`config.mk`:
```
export PLATFORM = sky130hd
export DESIGN_NAME = lfsr_draw_gen_flat
export DESIGN_NICKNAME = d
export VERILOG_FILES = /design/src/rtl/lfsr_draw_gen_if.sv /design/src/rtl/lfsr_draw_gen.sv /design/src/flat_wrapper.sv
export SDC_FILE = /design/constraint.sdc
export NUM_CORES = 1
export LEC_CHECK = 0
export CAP_MARGIN = 20
export CORE_MARGIN = 1
export CORE_UTILIZATION = 35
export CTS_CLUSTER_SIZE = 24
export DETAILED_ROUTE_END_ITERATION = 10
export HOLD_SLACK_MARGIN = 0.1
export SETUP_SLACK_MARGIN = 0.5
export SLEW_MARGIN = 20
export SYNTH_ARGS = -nofsm -noshare
export SYNTH_HDL_FRONTEND = slang
export SYNTH_SLANG_ARGS = --single-unit
```
`constraint.sdc`:
```
create_clock -name clk -period 2.2 [get_ports clk]
set_input_delay 0.44 -clock clk [delete_from_list [all_inputs] [get_ports clk]]
set_output_delay 0.44 -clock clk [all_outputs]
set_load 0.05 [all_outputs]
```
`src/rtl/lfsr_draw_gen_if.sv`:
```
// ---------------------------------------------------------------------------
// lfsr_draw_gen_if
// Bundles the control and draw signals between the game FSM (master) and
// the LFSR draw engine (slave). clk and reset stay plain module ports.
//
// Signals:
//   free_run      master->slave  shift the LFSR every cycle while idle
//   seed_load     master->slave  load seed_in on the next edge (top priority)
//   seed_in       master->slave  seed value, WIDTH bits
//   draw_req      master->slave  start a draw; only honoured while idle
//   draw_busy     slave->master  engine is not idle
//   draw_valid    slave->master  one-cycle result pulse
//   draw_value    slave->master  result, OUT_BITS bits, held until next pulse
//   draw_fallback slave->master  result came from the fallback path
//   seed_rejected slave->master  one-cycle pulse: lock-state seed replaced
//   lfsr_state    slave->master  current LFSR state
//
// Handshake: draw_req is a request, not a queued command. It is sampled
// only on an edge where draw_busy is low; while draw_busy is high it is
// ignored. Every accepted request yields exactly one draw_valid pulse unless
// it is aborted by seed_load or reset, in which case no pulse is produced.
// There is no back-pressure: the master must capture draw_value (or simply
// read it later, since it is held) when draw_valid is high.
// ---------------------------------------------------------------------------
interface lfsr_draw_gen_if #(
    parameter int WIDTH    = 16,
    parameter int OUT_BITS = 4
) ();
    logic                free_run;
    logic                seed_load;
    logic [WIDTH-1:0]    seed_in;
    logic                draw_req;
    logic                draw_busy;
    logic                draw_valid;
    logic [OUT_BITS-1:0] draw_value;
    logic                draw_fallback;
    logic                seed_rejected;
    logic [WIDTH-1:0]    lfsr_state;

    modport master (
        output free_run, seed_load, seed_in, draw_req,
        input  draw_busy, draw_valid, draw_value, draw_fallback,
               seed_rejected, lfsr_state
    );

    modport slave (
        input  free_run, seed_load, seed_in, draw_req,
        output draw_busy, draw_valid, draw_value, draw_fallback,
               seed_rejected, lfsr_state
    );
endinterface

```
`src/rtl/lfsr_draw_gen.sv`:
```
// ---------------------------------------------------------------------------
// lfsr_draw_gen
// Fibonacci LFSR random source with a rejection-sampling draw engine.
// A draw shifts the LFSR OUT_BITS times, then inspects the low OUT_BITS of
// the state. Samples >= RANGE are rejected and the shift/inspect cycle is
// repeated; after MAX_TRIES rejections the last sample minus RANGE is
// returned and flagged as a fallback.
//
// Ports:
//   clk    rising-edge clock
//   reset  asynchronous, active-high reset
//   bus    lfsr_draw_gen_if.slave (request, seed and result signals)
// ---------------------------------------------------------------------------
module lfsr_draw_gen #(
    parameter int             WIDTH     = 16,
    parameter logic [WIDTH-1:0] TAPS    = 16'hB400,
    parameter bit             XNOR      = 1'b1,
    parameter logic [WIDTH-1:0] SEED    = '0,
    parameter int             OUT_BITS  = 4,
    parameter int             RANGE     = 10,
    parameter int             MAX_TRIES = 8
) (
    input  logic           clk,
    input  logic           reset,
    lfsr_draw_gen_if.slave bus
);

    localparam logic [1:0] S_IDLE  = 2'd0;
    localparam logic [1:0] S_SHIFT = 2'd1;
    localparam logic [1:0] S_CHECK = 2'd2;
    localparam logic [1:0] S_DONE  = 2'd3;

    localparam int SC_W = $clog2(OUT_BITS + 1);
    localparam int TC_W = $clog2(MAX_TRIES + 1);

    // The state that XOR/XNOR feedback can never leave.
    localparam logic [WIDTH-1:0]  LOCK    = XNOR ? {WIDTH{1'b1}} : {WIDTH{1'b0}};
    // One extra bit so RANGE == 2^OUT_BITS is representable.
    localparam logic [OUT_BITS:0] RANGE_W = (OUT_BITS + 1)'(RANGE);

    logic [WIDTH-1:0]    state_q,     state_d;
    logic [1:0]          fsm_q,       fsm_d;
    logic [SC_W-1:0]     shift_cnt_q, shift_cnt_d;
    logic [TC_W-1:0]     try_cnt_q,   try_cnt_d;
    logic [OUT_BITS-1:0] value_q,     value_d;
    logic                fallback_q,  fallback_d;
    logic                seed_rej_q,  seed_rej_d;

    logic                fb;
    logic [WIDTH-1:0]    shifted;
    logic [OUT_BITS-1:0] sample;
    logic [TC_W-1:0]     try_inc;
    logic                accept;

    assign fb      = (^(state_q & TAPS)) ^ XNOR;
    assign shifted = {state_q[WIDTH-2:0], fb};
    assign sample  = state_q[OUT_BITS-1:0];
    assign accept  = ({1'b0, sample} < RANGE_W);
    assign try_inc = try_cnt_q + TC_W'(1);

    always_comb begin
        state_d     = state_q;
        fsm_d       = fsm_q;
        shift_cnt_d = shift_cnt_q;
        try_cnt_d   = try_cnt_q;
        value_d     = value_q;
        fallback_d  = fallback_q;
        seed_rej_d  = 1'b0;

        case (fsm_q)
            S_IDLE: begin
                if (bus.draw_req) begin
                    fsm_d       = S_SHIFT;
                    shift_cnt_d = '0;
                    try_cnt_d   = '0;
                end else if (bus.free_run) begin
                    state_d = shifted;
                end
            end
            S_SHIFT: begin
                state_d = shifted;
                if (shift_cnt_q == SC_W'(OUT_BITS - 1)) begin
                    fsm_d = S_CHECK;
                end else begin
                    shift_cnt_d = shift_cnt_q + SC_W'(1);
                end
            end
            S_CHECK: begin
                if (accept) begin
                    value_d    = sample;
                    fallback_d = 1'b0;
                    fsm_d      = S_DONE;
                end else begin
                    try_cnt_d = try_inc;
                    if (try_inc == TC_W'(MAX_TRIES)) begin
                        // sample is in RANGE..2^OUT_BITS-1 here, and
                        // 2*RANGE >= 2^OUT_BITS keeps the difference < RANGE.
                        value_d    = sample - RANGE_W[OUT_BITS-1:0];
                        fallback_d = 1'b1;
                        fsm_d      = S_DONE;
                    end else begin
                        shift_cnt_d = '0;
                        fsm_d       = S_SHIFT;
                    end
                end
            end
            default: begin
                // S_DONE: draw_valid is high for exactly this one cycle.
                fsm_d = S_IDLE;
            end
        endcase

        // Reseeding overrides everything, including an in-flight draw.
        // A lock-state seed is replaced by SEED so the LFSR never sticks.
        if (bus.seed_load) begin
            if (bus.seed_in == LOCK) begin
                state_d    = SEED;
                seed_rej_d = 1'b1;
            end else begin
                state_d = bus.seed_in;
            end
            fsm_d       = S_IDLE;
            shift_cnt_d = '0;
            try_cnt_d   = '0;
            value_d     = value_q;
            fallback_d  = fallback_q;
        end
    end

    always_ff @(posedge clk or posedge reset) begin
        if (reset) begin
            state_q     <= SEED;
            fsm_q       <= S_IDLE;
            shift_cnt_q <= '0;
            try_cnt_q   <= '0;
            value_q     <= '0;
            fallback_q  <= 1'b0;
            seed_rej_q  <= 1'b0;
        end else begin
            state_q     <= state_d;
            fsm_q       <= fsm_d;
            shift_cnt_q <= shift_cnt_d;
            try_cnt_q   <= try_cnt_d;
            value_q     <= value_d;
            fallback_q  <= fallback_d;
            seed_rej_q  <= seed_rej_d;
        end
    end

    assign bus.draw_busy     = (fsm_q != S_IDLE);
    assign bus.draw_valid    = (fsm_q == S_DONE);
    assign bus.draw_value    = value_q;
    assign bus.draw_fallback = fallback_q;
    assign bus.seed_rejected = seed_rej_q;
    assign bus.lfsr_state    = state_q;

endmodule
```
`src/flat_wrapper.sv`:
```
// flat-port wrapper written by rule: the top's interface ports become plain ports
module lfsr_draw_gen_flat 
#(
    parameter int             WIDTH     = 16,
    parameter logic [WIDTH-1:0] TAPS    = 16'hB400,
    parameter bit             XNOR      = 1'b1,
    parameter logic [WIDTH-1:0] SEED    = '0,
    parameter int             OUT_BITS  = 4,
    parameter int             RANGE     = 10,
    parameter int             MAX_TRIES = 8
)
  (clk, reset, bus_free_run, bus_seed_load, bus_seed_in, bus_draw_req, bus_draw_busy, bus_draw_valid, bus_draw_value, bus_draw_fallback, bus_seed_rejected, bus_lfsr_state);
  lfsr_draw_gen_if #(.WIDTH(WIDTH), .OUT_BITS(OUT_BITS)) bus_i ();
  input  logic clk;
  input  logic reset;
  input wire logic [$bits(bus_i.free_run)-1:0] bus_free_run;
  input wire logic [$bits(bus_i.seed_load)-1:0] bus_seed_load;
  input wire logic [$bits(bus_i.seed_in)-1:0] bus_seed_in;
  input wire logic [$bits(bus_i.draw_req)-1:0] bus_draw_req;
  output wire logic [$bits(bus_i.draw_busy)-1:0] bus_draw_busy;
  output wire logic [$bits(bus_i.draw_valid)-1:0] bus_draw_valid;
  output wire logic [$bits(bus_i.draw_value)-1:0] bus_draw_value;
  output wire logic [$bits(bus_i.draw_fallback)-1:0] bus_draw_fallback;
  output wire logic [$bits(bus_i.seed_rejected)-1:0] bus_seed_rejected;
  output wire logic [$bits(bus_i.lfsr_state)-1:0] bus_lfsr_state;
  assign bus_i.free_run = bus_free_run;
  assign bus_i.seed_load = bus_seed_load;
  assign bus_i.seed_in = bus_seed_in;
  assign bus_i.draw_req = bus_draw_req;
  assign bus_draw_busy = bus_i.draw_busy;
  assign bus_draw_valid = bus_i.draw_valid;
  assign bus_draw_value = bus_i.draw_value;
  assign bus_draw_fallback = bus_i.draw_fallback;
  assign bus_seed_rejected = bus_i.seed_rejected;
  assign bus_lfsr_state = bus_i.lfsr_state;
  lfsr_draw_gen #(.WIDTH(WIDTH), .TAPS(TAPS), .XNOR(XNOR), .SEED(SEED), .OUT_BITS(OUT_BITS), .RANGE(RANGE), .MAX_TRIES(MAX_TRIES)) u_core (.clk(clk), .reset(reset), .bus(bus_i));
endmodule
```
==> flow_summary.ini, run 1 <==
[sta]
clock_skew_ps = 7.57
fmax_mhz = 605
grt_setup_unrepaired = yes
period_share_pct = 75.2
tns_ps = 0
finalHoldViolCount = 0
period_needed_ps = 1650
final-setup-viol-count = 0
worst_pin_slew_ps = 501
slew_headroom_pct = 66.7
drv_slew = 0

[routing]
wl_mm = 4.30
viasPerCell = 5.29
vias = 1465
wl_per_cell_um = 15.5
drt-initial-drc-count = 164
firstDrtPassIters = 9
ant_nets = 0
drc = 3

[grt]
grt_usage_pct = 18.7
antenna_found_initial = 0
grt_pass1_vias = 1534
grt_max_degree = 32
overflow = 0
grt_pass1_wl_mm = 7.21

[worst_setup_path]
r2r_end = u_core.bus.draw_value[1]$_DFFE_PP0P_
crit_path_end_kind = output pin
r2r_slack_ps = 570
worst-path-buf-inv = 1
worstPathArrival_ps = 1210
r2r_cells = 5
path_class = flip-flop to output pin
required_ps = 1760
path_cells = dlygate4sd2_1
crit_fanout = 4
rr_startpoint = u_core.bus.lfsr_state[1]$_DFFE_PP0P_
slowest_stage = dlygate4sd2_1
critPathTopFamily = buffers and inverters
startpoint_type = flip-flop
slowest_delay_ps = 550

[clocking]
cts_root_buf = clkbuf_8
cts_max_level = 2
cts_buffers = 5
cts_tree = done
clk_path_buf_depth = 2
cts_sinks = 31
ctsHoldBuffers = 0
clkTransAtPathRegs_ps = 70
clock_latency_ps = 280

[placement]
place.gp.congestion = 0.834
portBuffers = 44
dp_hpwl_mm = 3.09

[synth]
synth_ff_type = dfrtp_1
synth_nets = 191
yosys_warnings = 0
synth_area_leaders = dfrtp_1 47%, mux2i_1 10%, o21ai_0 5.1%
syn_avg_cell_area_um2 = 10.0
ys_seq_area_share_pct = 46.5
syn_inst = 166
synth_seq_cells = 31
async_reset_ff_share_pct = 100
yosysTopAreaCellShare_pct = 46.5
ys_types = 39
synth.largest_area_cell = dfrtp_1
synth.cell_area_um2 = 1670
synth_edf_count = 0

[die]
core_area_um2 = 4470
die_area_um2 = 5040
pin_count = 45
start_util_pct = 37.2
row_count = 24
die_w_um = 71.0
die_height_um = 71.0

[power]
leakagePower_nw = 1.21
p_per_area_nw_per_um2 = 634
irDropWorstVdd_mv = 0.323

[flow_run]
cap_violations = 0

[cells_and_area]
area_growth_pct = 42.3
antenna-diode-count = 0
n_fill_cell = 415
nNetsFinal = 250
utilization_pct = 53.0
multi_input_area_um2 = 860
regArea_um2 = 777
drive_gt1_share_pct = 19.1

[hold_path]
min_to = u_core.bus.lfsr_state[15]$_DFFE_PP0P_
hold_depth = 3
min-delay-start = bus_seed_in[15]
hp-class = primary input to flip-flop

[status]
status = complete, but fails checks
failed_checks = DRC
Yosys cell counts, types with 2 or more instances:
library cell,count
nand4_1,4
nand2b_1,3
xnor2_1,2
nand2_1,21
or3_1,2
ha_1,4
inv_1,8
a31o_2,2
mux2_4,3
buf_2,2
a21oi_1,3
a32o_1,3
o21ai_0,17
mux2i_1,17
dfrtp_1,31
clkbuf_1,3
o21ai_1,4
nand3_1,3
nor3_1,2
xor2_1,2
nor2_1,12
power breakdown:
group | leakage, nW | internal, mW | switching, mW | total [mW]
sequential | 0.395 | 0.612 | 0.0439 | 0.655
clock | 0.0383 | 0.217 | 0.190 | 0.408
combinational | 0.778 | 0.164 | 0.277 | 0.441
per-stage QoR:
step | hold WS, ps | setup WS (ps) | instance area (um2) | cells | power [mW]
finish | 418 | 546 | 2370 | 277 | 1.50
floorplan | 483 | 520 | 1670 | 166 | 0.945
detailed placement | 504 | 99.0 | 2210 | 264 | 1.12
global placement | 493 | 133 | 2210 | 264 | 1.11
CTS | 513 | 404 | 2310 | 275 | 1.52
global route | 429 | 471 | 2370 | 277 | 1.59
layer usage:
layer	wire (um)	vias to the layer above	global-route usage, %
met5	0	-	0
met4	85	0	8.67
met1	1830	707	22.9
met2	2240	47	31.2
li1	-	703	-
met3	153	8	4.56
worst max-delay path by stage:
stage                                                 end  slack, ps  depth (start not counted)                            startpoint
floorplan               u_core.shift_cnt_q[1]$_DFFE_PP0P_        520                          5  u_core.bus.lfsr_state[3]$_DFFE_PP0P_
global placement     u_core.bus.lfsr_state[7]$_DFFE_PP0P_        130                          5                         bus_seed_load
detailed placement  u_core.bus.lfsr_state[11]$_DFFE_PP0P_        100                          6                          bus_draw_req
CTS                                         bus_draw_busy        400                          2           u_core.fsm_q[0]$_DFFE_PP0P_
global route        u_core.bus.lfsr_state[15]$_DFFE_PP0P_        470                          6                          bus_draw_req
finish                                  bus_lfsr_state[0]        550                          1  u_core.bus.lfsr_state[0]$_DFFE_PP0P_
timing repair:
action                     CTS  global route
gates cloned                 0             1
resized for setup           32            22
setup endpoints to repair   42            20
buffers inserted             4             1
pin swaps                    2             8
kinds of logic after synthesis:
| logic type | count (synthesis) | share of synthesized area, % |
|---|---|---|
| compound gates | 37 | 15.4 |
| xor+xnor | 4 | 2.10 |
| fa+ha+maj | 4 | 3.00 |
| buf+inv | 16 | 4.43 |
| flops | 31 | 46.5 |
| mux | 21 | 13.6 |
| simple gates | 53 | 14.9 |
layout by cell type, fill, tap and decap left out, types with 4 or more instances in the layout:
cell / instances
buf_4: 13
clkbuf_8: 5
clkdlybuf4s50_1: 7
dfrtp_1: 30
dlygate4sd2_1: 18
dlymetal6s2s_1: 12
ha_1: 4
inv_1: 8
mux2i_1: 17
nand2_1: 18
nand4_1: 4
nor2_1: 12
o21ai_0: 17
o21ai_1: 4
flip-flops by register name, indices dropped and copies added (netlist names):
signal                    cells
u_core.bus.draw_fallback      1
u_core.bus.draw_value         4
u_core.bus.lfsr_state        16
u_core.bus.seed_rejected      1
u_core.fsm_q                  2
u_core.shift_cnt_q            3
u_core.try_cnt_q              4
area by class of cell:
type	count	share of cell area, %
Multi-Input combinational cell	120	36.3
Sequential cell	31	32.8
Timing Repair Buffer	58	23.6
Inverter	9	1.42
Clock buffer	7	3.22
Tap cell	52	2.74
No activity file was read; power rests on OpenSTA's default activity.
==> run 2: changes to the inputs <==
==> constraint.sdc (replaced) <==
create_clock -name clk -period 1.3 [get_ports clk]
set_input_delay 0.26 -clock clk [delete_from_list [all_inputs] [get_ports clk]]
set_output_delay 0.26 -clock clk [all_outputs]
set_load 0.05 [all_outputs]
==> run 2 against run 1 <==
- the run ends with setup timing left
- cell count is 22% higher
- worst setup slack worse by 760 ps
- non-clock buffer count is 60 higher
- sequential cell count stayed put
- critical path depth is 2 higher
- sequential share of layout area is 7.9 points lower
- combinational power grew to 2.7 times the previous value
- final area is 36% higher
- first-iteration DRC count is 56% lower
- global-route usage is 3.0 points higher
- count of clock-buffer cells in the layout stayed put
- highest routed layer unchanged
==> flow_summary.ini, run 2 (synthesis results as in run 1) <==
[status]
status = complete, but fails checks
failed_checks = setup timing

[sta]
fmax_mhz = 659
finalHoldViolCount = 0
final-setup-viol-count = 30
layout_setup_ws_ps = -217
clock_skew_ps = 8.59
whs_ps = 187
worst_pin_slew_ps = 284
slew_headroom_pct = 81.1
period_share_pct = 117
grt_setup_unrepaired = yes
period_needed_ps = 1520
drv_slew = 0

[cells_and_area]
final_cell_mix = 55 x buf_4, 25 x buf_12, 24 x buf_6
largest_reg_flops = 16
regArea_um2 = 802
utilization_pct = 72.1
area_growth_pct = 93.5
design_area_um2 = 3230
final_common_cell = buf_4
antenna-diode-count = 0
drive_gt1_share_pct = 59.6
nNetsFinal = 309
n_fill_cell = 301
multi_input_area_um2 = 942

[placement]
dp_slack_ps = -535
dp_hpwl_mm = 3.35
place.gp.congestion = 0.825
portBuffers = 44
place_area_um2 = 2750

[clocking]
ctsHoldBuffers = 0
clk_path_buf_depth = 2
cts_sinks = 31
cts_max_level = 2
clock_latency_ps = 280
clkTransAtPathRegs_ps = 70
cts_tree = done
cts_buffers = 5
cts_root_buf = clkbuf_8

[die]
row_count = 24
die_area_um2 = 5040
core_area_um2 = 4470
start_util_pct = 37.2
die_w_um = 71.0
pin_count = 45
die_height_um = 71.0

[routing]
wl_per_cell_um = 15.2
vias = 1678
drt-initial-drc-count = 72
wl_mm = 5.12
firstDrtPassIters = 6
drc = 0
viasPerCell = 4.98
ant_nets = 0

[worst_setup_path]
worstPathArrival_ps = 1260
cp-startpoint = u_core.fsm_q[0]$_DFFE_PP0P_
worst-path-stages = 3
r2r_cells = 6
path_class = flip-flop to output pin
slowest_delay_ps = 420
startpoint_type = flip-flop
required_ps = 1040
worstSetupEndpoint = bus_draw_busy
r2r_end = u_core.bus.draw_value[0]$_DFFE_PP0P_
r2r_slack_ps = -210
slowest_stage = dfrtp_1
path_cells = buf_4, or2_4, buf_8
crit_path_end_kind = output pin
critPathTopFamily = flip-flops
worst-path-buf-inv = 2
crit_fanout = 4
rr_startpoint = u_core.fsm_q[0]$_DFFE_PP0P_

[grt]
grt_pass1_vias = 1784
overflow = 0
grt_pass1_wl_mm = 8.42
grt_max_degree = 32
grt_usage_pct = 21.7
antenna_found_initial = 0

[power]
p_per_area_nw_per_um2 = 971
irDropWorstVdd_mv = 0.692
leakagePower_nw = 1.52

[flow_run]
cap_violations = 0

[hold_path]
hp-class = primary input to flip-flop
-- run 2: final cells by class --
cell class	count	area share [%]
clock buffer	7	2.68
clock inverter	1	0.155
inverter	9	1.32
multi-input combinational	119	29.2
sequential	31	24.9
tap	52	2.02
timing repair buffer	118	39.8
-- run 2: worst min path at each step --
| stage | startpoint | slack [ps] | endpoint | depth (start not counted) |
|---|---|---|---|---|
| 5_1_grt | bus_seed_in[5] | 210 | u_core.bus.lfsr_state[5]$_DFFE_PP0P_ | 3 |
| 2_1_floorplan | reset | 180 | u_core.bus.draw_value[0]$_DFFE_PP0P_ | 1 |
| 4_1_cts | bus_seed_in[5] | 180 | u_core.bus.lfsr_state[5]$_DFFE_PP0P_ | 3 |
| 3_5_place_dp | u_core.shift_cnt_q[2]$_DFFE_PP0P_ | 510 | u_core.shift_cnt_q[2]$_DFFE_PP0P_ | 1 |
| 6_report | bus_seed_in[4] | 190 | u_core.bus.lfsr_state[4]$_DFFE_PP0P_ | 3 |
| 3_3_place_gp | u_core.shift_cnt_q[2]$_DFFE_PP0P_ | 500 | u_core.shift_cnt_q[2]$_DFFE_PP0P_ | 1 |
-- run 2: where the power goes --
group / internal [mW] / total, mW / switching (mW)
Combinational: 0.642 / 1.21 / 0.573
Clock: 0.427 / 0.783 / 0.356
Sequential: 1.05 / 1.13 / 0.0873
-- run 2: routing by layer --
| layer | up-vias | wire (um) | track usage, % |
|---|---|---|---|
| li1 | 819 | - | - |
| met1 | 827 | 2120 | 25.5 |
| met2 | 26 | 2800 | 40.3 |
| met3 | 6 | 131 | 3.42 |
| met4 | 0 | 63 | 7.11 |
| met5 | - | 0 | 0 |
-- run 2: through the flow --
stage                     setup TNS, ps  cells  power [mW]
after global placement           -12120    295        2.17
after global routing              -5490    337        3.27
final                             -3780    337        3.13
after detailed placement         -12710    295        2.19
after floorplan                   -1640    166        1.65
after CTS                         -4150    332        3.11
-- run 2: what timing repair did --
item	4_1_cts	5_1_grt
endpoints found under the hold margin	0	0
endpoints found under the setup margin	55	55
resized for setup	84	27
pin swaps	13	17
setup buffers	29	5
-- run 2: worst min-delay path: stages --
cell and delay (ps):
buf_6 70, nand2_1 40, o21ai_1 60
==> RTL change 1: new RTL, flow settings as in run 2 <==
`XNOR` is set to 1'b1 in 2 places; all go to 1'b0.
--- a/src/rtl/lfsr_draw_gen.sv
+++ b/src/rtl/lfsr_draw_gen.sv
@@ -16,3 +16,3 @@
     parameter logic [WIDTH-1:0] TAPS    = 16'hB400,
-    parameter bit             XNOR      = 1'b1,
+    parameter bit             XNOR      = 1'b0,
     parameter logic [WIDTH-1:0] SEED    = '0,
--- a/src/flat_wrapper.sv
+++ b/src/flat_wrapper.sv
@@ -5,3 +5,3 @@
     parameter logic [WIDTH-1:0] TAPS    = 16'hB400,
-    parameter bit             XNOR      = 1'b1,
+    parameter bit             XNOR      = 1'b0,
     parameter logic [WIDTH-1:0] SEED    = '0,
Check against the original RTL: not equivalent (Yosys sat finds a counterexample within 4 cycles, from zero or initial values and one cycle with reset high).
==> RTL change 1 against run 2 <==
- the flow still finishes with violations (setup timing)
- area after synthesis shrank 0.38%
- critical path depth grew 3
- sequential cell count is the same
- critical endpoint is now u_core.shift_cnt_q[0]$_DFFE_PP0P_
- first-iteration DRC count increased by 14%
- fmax shrank 13%
- worst hold slack better by 0.012 ns
- design area increased by 4.6%
- wire length up 7.8%
- global-route usage rose by 1.3 points
- total power increased by 41%
- sequential power rose by 16%
- count of clock-buffer cells in the layout decreased by 1
- setup slack lost 0.23 ns
==> RTL change 1: results (changes against run 2) <==
<table>
<tr><th>Metric</th><th>Value</th></tr>
<tr><th colspan="2">Run status</th></tr>
<tr><td>Result of the run</td><td>finished, violations left (unchanged)</td></tr>
<tr><td>Violated checks</td><td>setup timing (unchanged)</td></tr>
<tr><th colspan="2">Logic synthesis</th></tr>
<tr><td>Number of distinct standard cells referenced by the synthesized netlist</td><td>42 (was 39)</td></tr>
<tr><td>Number of nets produced by synthesis</td><td>190 (was 191)</td></tr>
<tr><td>Top cells by count, synth</td><td>dfrtp_1, o21ai_0, nand2_1 (was dfrtp_1, nand2_1, mux2i_1, o21ai_0, nor2_1)</td></tr>
<tr><td>Seq/Total Area, Yosys</td><td>46.7% (was 46.5%)</td></tr>
<tr><td>Yosys warns</td><td>0 (unchanged)</td></tr>
<tr><td>Cell types with the largest area share after synthesis</td><td>dfrtp_1, mux2i_1, o21ai_0 (unchanged)</td></tr>
<tr><th colspan="2">Worst setup path</th></tr>
<tr><td>Crit path arrival time</td><td>1.97 ns (was 1.26 ns)</td></tr>
<tr><td>Crit Path Max Fanout</td><td>2 (was 4)</td></tr>
<tr><th colspan="2">STA</th></tr>
<tr><td>Number of setup violations in the final report</td><td>33 (was 30)</td></tr>
<tr><td>Worst clock skew</td><td>0.00492 ns (was 0.00859 ns)</td></tr>
<tr><td>Setup slack after layout</td><td>-0.444 ns (was -0.217 ns)</td></tr>
<tr><td>Setup TNS</td><td>-6.91 ns (was -3.78 ns)</td></tr>
<tr><th colspan="2">Power</th></tr>
<tr><td>Peak supply drop</td><td>1020 uV (was 692 uV)</td></tr>
<tr><td>Leakage power</td><td>1.51 nW (was 1.52 nW)</td></tr>
<tr><td>Switching power total</td><td>1.54 mW (was 1.02 mW)</td></tr>
<tr><td>Clk power</td><td>0.987 mW (was 0.783 mW)</td></tr>
<tr><td>Relative contribution of the clock network to total power</td><td>22.3% (was 25.0%)</td></tr>
<tr><th colspan="2">Cells and area</th></tr>
<tr><td>Layout net count</td><td>302 (was 309)</td></tr>
<tr><td>Share of post-route cells with drive strength above 1</td><td>62.9% (was 59.6%)</td></tr>
<tr><th colspan="2">Place</th></tr>
<tr><td>Final GP Congestion</td><td>0.851 (was 0.825)</td></tr>
<tr><td>Detailed Place HPWL</td><td>3260 um (was 3350 um)</td></tr>
<tr><th colspan="2">GRT</th></tr>
<tr><td>All-Layer GR Usage</td><td>23.0% (was 21.7%)</td></tr>
<tr><td>Vias in the first global route</td><td>1806 (was 1784)</td></tr>
<tr><th colspan="2">Routing</th></tr>
<tr><td>Routed wire length per instance</td><td>16.7 um (was 15.2 um)</td></tr>
<tr><td>Detailed Route Iter0 Violations</td><td>82 (was 72)</td></tr>
<tr><td>Vias/cell</td><td>5.19 (was 4.98)</td></tr>
<tr><th colspan="2">CTS</th></tr>
<tr><td>Buffer levels on the longest clock path</td><td>2 (unchanged)</td></tr>
</table>
RTL change 1: cell count changes in the layout (fill, tap and decap cells not counted), sizes merged, moves of 3 or more:
| cell | change |
|---|---|
| a32o | -3 |
| buf | -7 |
| clkbuf | -4 |
| clkdlybuf4s50 | +3 |
| nor2 | -4 |
| nor4 | +4 |
| o21ai | +3 |
RTL change 1: metal layers:
metal  vias up  part of all wire [%]  GRT usage [%]  wire length [um]
li1        811                     -              -                 -
met1       853                    41           27.8              2260
met2        43                    54           41.1              2960
met3         7                   4.1           5.41               225
met4         0                   1.2           6.22                68
met5         -                     0              0                 0
RTL change 1: per-stage QoR:
step                setup WS, ns  area, sq um  hold WS (ns)  util, %  instances
floorplan                 -0.318         1750         0.181        -        165
global placement          -0.556         2700         0.478     60.7        287
detailed placement        -0.614         2700         0.475     60.7        287
CTS                       -0.412         3230         0.207     72.6        325
global route              -0.487         3370         0.196     75.9        330
finish                    -0.444         3370         0.199     75.9        330
RTL change 1: final timing paths:
kind                            cells after the start                                   end                              start  slack, ns
worst max-delay path                                6     u_core.shift_cnt_q[0]$_DFFE_PP0P_  u_core.shift_cnt_q[0]$_DFFE_PP0P_      -0.44
worst min-delay path                                3  u_core.bus.lfsr_state[9]$_DFFE_PP0P_                     bus_seed_in[9]       0.20
worst max register to register                      6     u_core.shift_cnt_q[0]$_DFFE_PP0P_  u_core.shift_cnt_q[0]$_DFFE_PP0P_      -0.44
worst min register to register                      2     u_core.shift_cnt_q[2]$_DFFE_PP0P_  u_core.shift_cnt_q[2]$_DFFE_PP0P_       0.55
max in group asynchronous                           3  u_core.bus.draw_value[1]$_DFFE_PP0P_                              reset       0.76
min in group asynchronous                           3  u_core.bus.lfsr_state[7]$_DFFE_PP0P_                              reset       0.35
RTL change 1: final cells by class:
type | count | area (sq um)
tap | 52 | 65.1
timing repair buffer | 114 | 1350
multi-input combinational | 117 | 1000
clock buffer | 6 | 82.6
inverter | 8 | 36.3
clock inverter | 2 | 35.0
sequential | 31 | 803
fill | 270 | 1070
RTL change 1: cell families (layout without fill, tap and decap cells):
group           Yosys count  after routing  share of synthesized area [%]
buf+inv                  17            130                           5.20
mux                      21             21                           12.8
compound gates           43             43                           15.7
xor+xnor                  3              3                           1.58
flops                    31             31                           46.7
fa+ha+maj                 4              4                           3.01
simple gates             46             46                           15.0
RTL change 1: critical path, stage by stage, from the launching register on:
cell     delay (ns)
dfrtp_1        0.39
ha_2           0.21
ha_4           0.17
nor3b_4        0.24
o32ai_4        0.12
or4_4          0.49
nand2_1        0.07
RTL change 1: timing repair:
| item | in CTS | in global routing |
|---|---|---|
| setup endpoints to repair | 55 | 55 |
| pin swaps | 14 | 14 |
| buffers inserted | 28 | 5 |
| gates resized for setup | 106 | 30 |
| cloned | 2 | 0 |
==> RTL change 2: new RTL, settings of run 2 <==
Made on the original files. Make the reset (`reset`) synchronous in one clocked block. Comments in the files are not updated.
--- a/src/rtl/lfsr_draw_gen.sv
+++ b/src/rtl/lfsr_draw_gen.sv
@@ -129,3 +129,3 @@
 
-    always_ff @(posedge clk or posedge reset) begin
+    always_ff @(posedge clk) begin
         if (reset) begin
Check against the original RTL: differs if reset is asserted again (counterexample within 4 cycles, from zero or initial values and one cycle with reset high); with reset held inactive, the same outputs for 10 cycles.
==> RTL change 2 against run 2 <==
- the run still ends with setup timing left
- design area up 7.1%
- total power down 8.3%
- setup slack better by 0.11 ns
- sequential cell count unchanged
- area after synthesis up 3.1%
- sequential power down 5%
- utilization up 1.1 points
- wire length up 13%
- non-clock buffer count down 8
- final cell count up 5.6%
- largest cell class is now multi-input combinational cells
- largest power group is now sequential cells
==> RTL change 2: results (changes against run 2) <==
<table>
<tr><th>Metric</th><th>Value</th></tr>
<tr><th colspan="2">Worst setup path</th></tr>
<tr><td>Top delay family on crit path</td><td>simple AND/OR/NAND/NOR gates (was flip-flops)</td></tr>
<tr><td>CP max stage delay</td><td>0.45 ns (was 0.42 ns)</td></tr>
<tr><th colspan="2">Place</th></tr>
<tr><td>Detailed Place HPWL</td><td>3830 um (was 3350 um)</td></tr>
<tr><td>Final GP Congestion</td><td>0.784 (was 0.825)</td></tr>
<tr><th colspan="2">Power</th></tr>
<tr><td>Leakage power</td><td>1.34 nW (was 1.52 nW)</td></tr>
<tr><th colspan="2">Logic synthesis</th></tr>
<tr><td>Seq/Total Area, Yosys</td><td>36.1% (was 46.5%)</td></tr>
<tr><td>Number of nets produced by synthesis</td><td>209 (was 191)</td></tr>
<tr><td>Cell types with the largest area share after synthesis</td><td>dfxtp_1, a221oi_2, nor3_2 (was dfrtp_1, mux2i_1, o21ai_0)</td></tr>
<tr><td>Main flop type after synthesis</td><td>dfxtp_1 (was dfrtp_1)</td></tr>
<tr><th colspan="2">GRT</th></tr>
<tr><td>Vias in the first global route</td><td>1954 (was 1784)</td></tr>
<tr><td>Global-route met2 utilization</td><td>39.7% (was 40.3%)</td></tr>
<tr><td>All-Layer GR Usage</td><td>23.4% (was 21.7%)</td></tr>
<tr><td>Routing usage on met1</td><td>28.7% (was 25.5%)</td></tr>
<tr><td>Met3 layer usage reported by global route</td><td>4.72% (was 3.42%)</td></tr>
<tr><th colspan="2">STA</th></tr>
<tr><td>Worst clock skew</td><td>0.00787 ns (was 0.00859 ns)</td></tr>
<tr><td>Setup slack after layout</td><td>-0.105 ns (was -0.217 ns)</td></tr>
<tr><td>Number of setup violations in the final report</td><td>23 (was 30)</td></tr>
<tr><td>Max transition margin</td><td>76.5% (was 81.1%)</td></tr>
<tr><th colspan="2">Cells and area</th></tr>
<tr><td>Layout net count</td><td>313 (was 309)</td></tr>
<tr><th colspan="2">Run status</th></tr>
<tr><td>Violated checks</td><td>setup timing (unchanged)</td></tr>
<tr><td>Result of the run</td><td>finished, violations left (unchanged)</td></tr>
<tr><th colspan="2">Routing</th></tr>
<tr><td>Vias/cell</td><td>5.35 (was 4.98)</td></tr>
<tr><td>Detailed route wirelength on metal3</td><td>269 um (was 131 um)</td></tr>
<tr><td>Detailed-route wire length</td><td>5810 um (was 5120 um)</td></tr>
<tr><td>Detailed Route Iter0 Violations</td><td>81 (was 72)</td></tr>
<tr><td>Detailed-routing iteration count for the pre-antenna-repair pass</td><td>4 (was 6)</td></tr>
</table>
## RTL change 2: changes by cell type after synthesis, moves of 5 or more
cell,run 2,this run
a21oi_1,3,8
a221oi_1,0,8
a221oi_2,0,7
dfrtp_1,31,0
dfxtp_1,0,31
mux2i_1,17,0
nand2_1,21,6
nor2_1,12,19
nor3_1,2,9
nor3_2,0,8
o21ai_0,17,6
## RTL change 2: repair_timing
item / in CTS / in global routing
gates resized for setup: 112 / 27
endpoints found under the hold margin: 0 / 0
endpoints found under the setup margin: 55 / 55
setup buffers: 25 / 4
pin swaps: 21 / 6
## RTL change 2: kinds of logic after synthesis
group / Yosys count / share of synthesized area (%)
AND/OR/NAND/NOR: 69 / 23.7
AO/OA/AOI/OAI: 56 / 28.9
flip-flops: 31 / 36.1
buffers and inverters: 20 / 6.12
adder cells (fa/ha/maj): 4 / 2.91
XOR/XNOR: 3 / 1.53
multiplexers: 1 / 0.655
## RTL change 2: final cells by class
type / instances / area, sq um / area share [%]
repair buffers: 110 / 1220 / 35.4
multi-input cells: 133 / 1330 / 38.4
well taps: 67 / 83.8 / 2.43
inverters: 7 / 28.8 / 0.833
clock buffers: 7 / 86.3 / 2.50
flip-flops and latches: 31 / 702 / 20.3
clock inverters: 1 / 3.75 / 0.109
## RTL change 2: final timing paths
path                                          from                                     to  slack [ns]  depth (start not counted)
setup reg to reg      u_core.fsm_q[1]$_SDFFE_PP0P_     u_core.shift_cnt_q[0]$_SDFFE_PP0P_       -0.10                          4
setup / recovery      u_core.fsm_q[1]$_SDFFE_PP0P_     u_core.shift_cnt_q[0]$_SDFFE_PP0P_       -0.10                          4
hold / removal                      bus_seed_in[7]  u_core.bus.lfsr_state[7]$_SDFFE_PP0P_        0.26                          3
hold reg to reg   u_core.try_cnt_q[3]$_SDFFE_PP0P_       u_core.try_cnt_q[3]$_SDFFE_PP0P_        0.46                          1
## RTL change 2: tightest hold or removal path: cells and delay by family
| family | cells | cell delay [ns] |
|---|---|---|
| buf+inv | 1 | 0.10 |
| compound gates | 1 | 0.06 |
| simple gates | 1 | 0.09 |
## RTL change 2: stage by stage
step	hold WS (ns)	instance area [sq um]	TNS, ns	instances	setup WS [ns]
floorplan	0.420	1920	-0.00431	184	-0.00431
global placement	0.452	2870	-13.14	319	-0.518
detailed placement	0.487	2870	-14.49	319	-0.582
CTS	0.286	3380	-0.771	352	-0.0971
global route	0.288	3460	-2.66	356	-0.165
finish	0.260	3460	-1.10	356	-0.105
## RTL change 2: report_power, final
group / total [mW] / switching (mW) / internal, mW
Sequential: 1.07 / 0.0758 / 0.993
Clock: 0.801 / 0.377 / 0.424
Combinational: 1.00 / 0.493 / 0.508
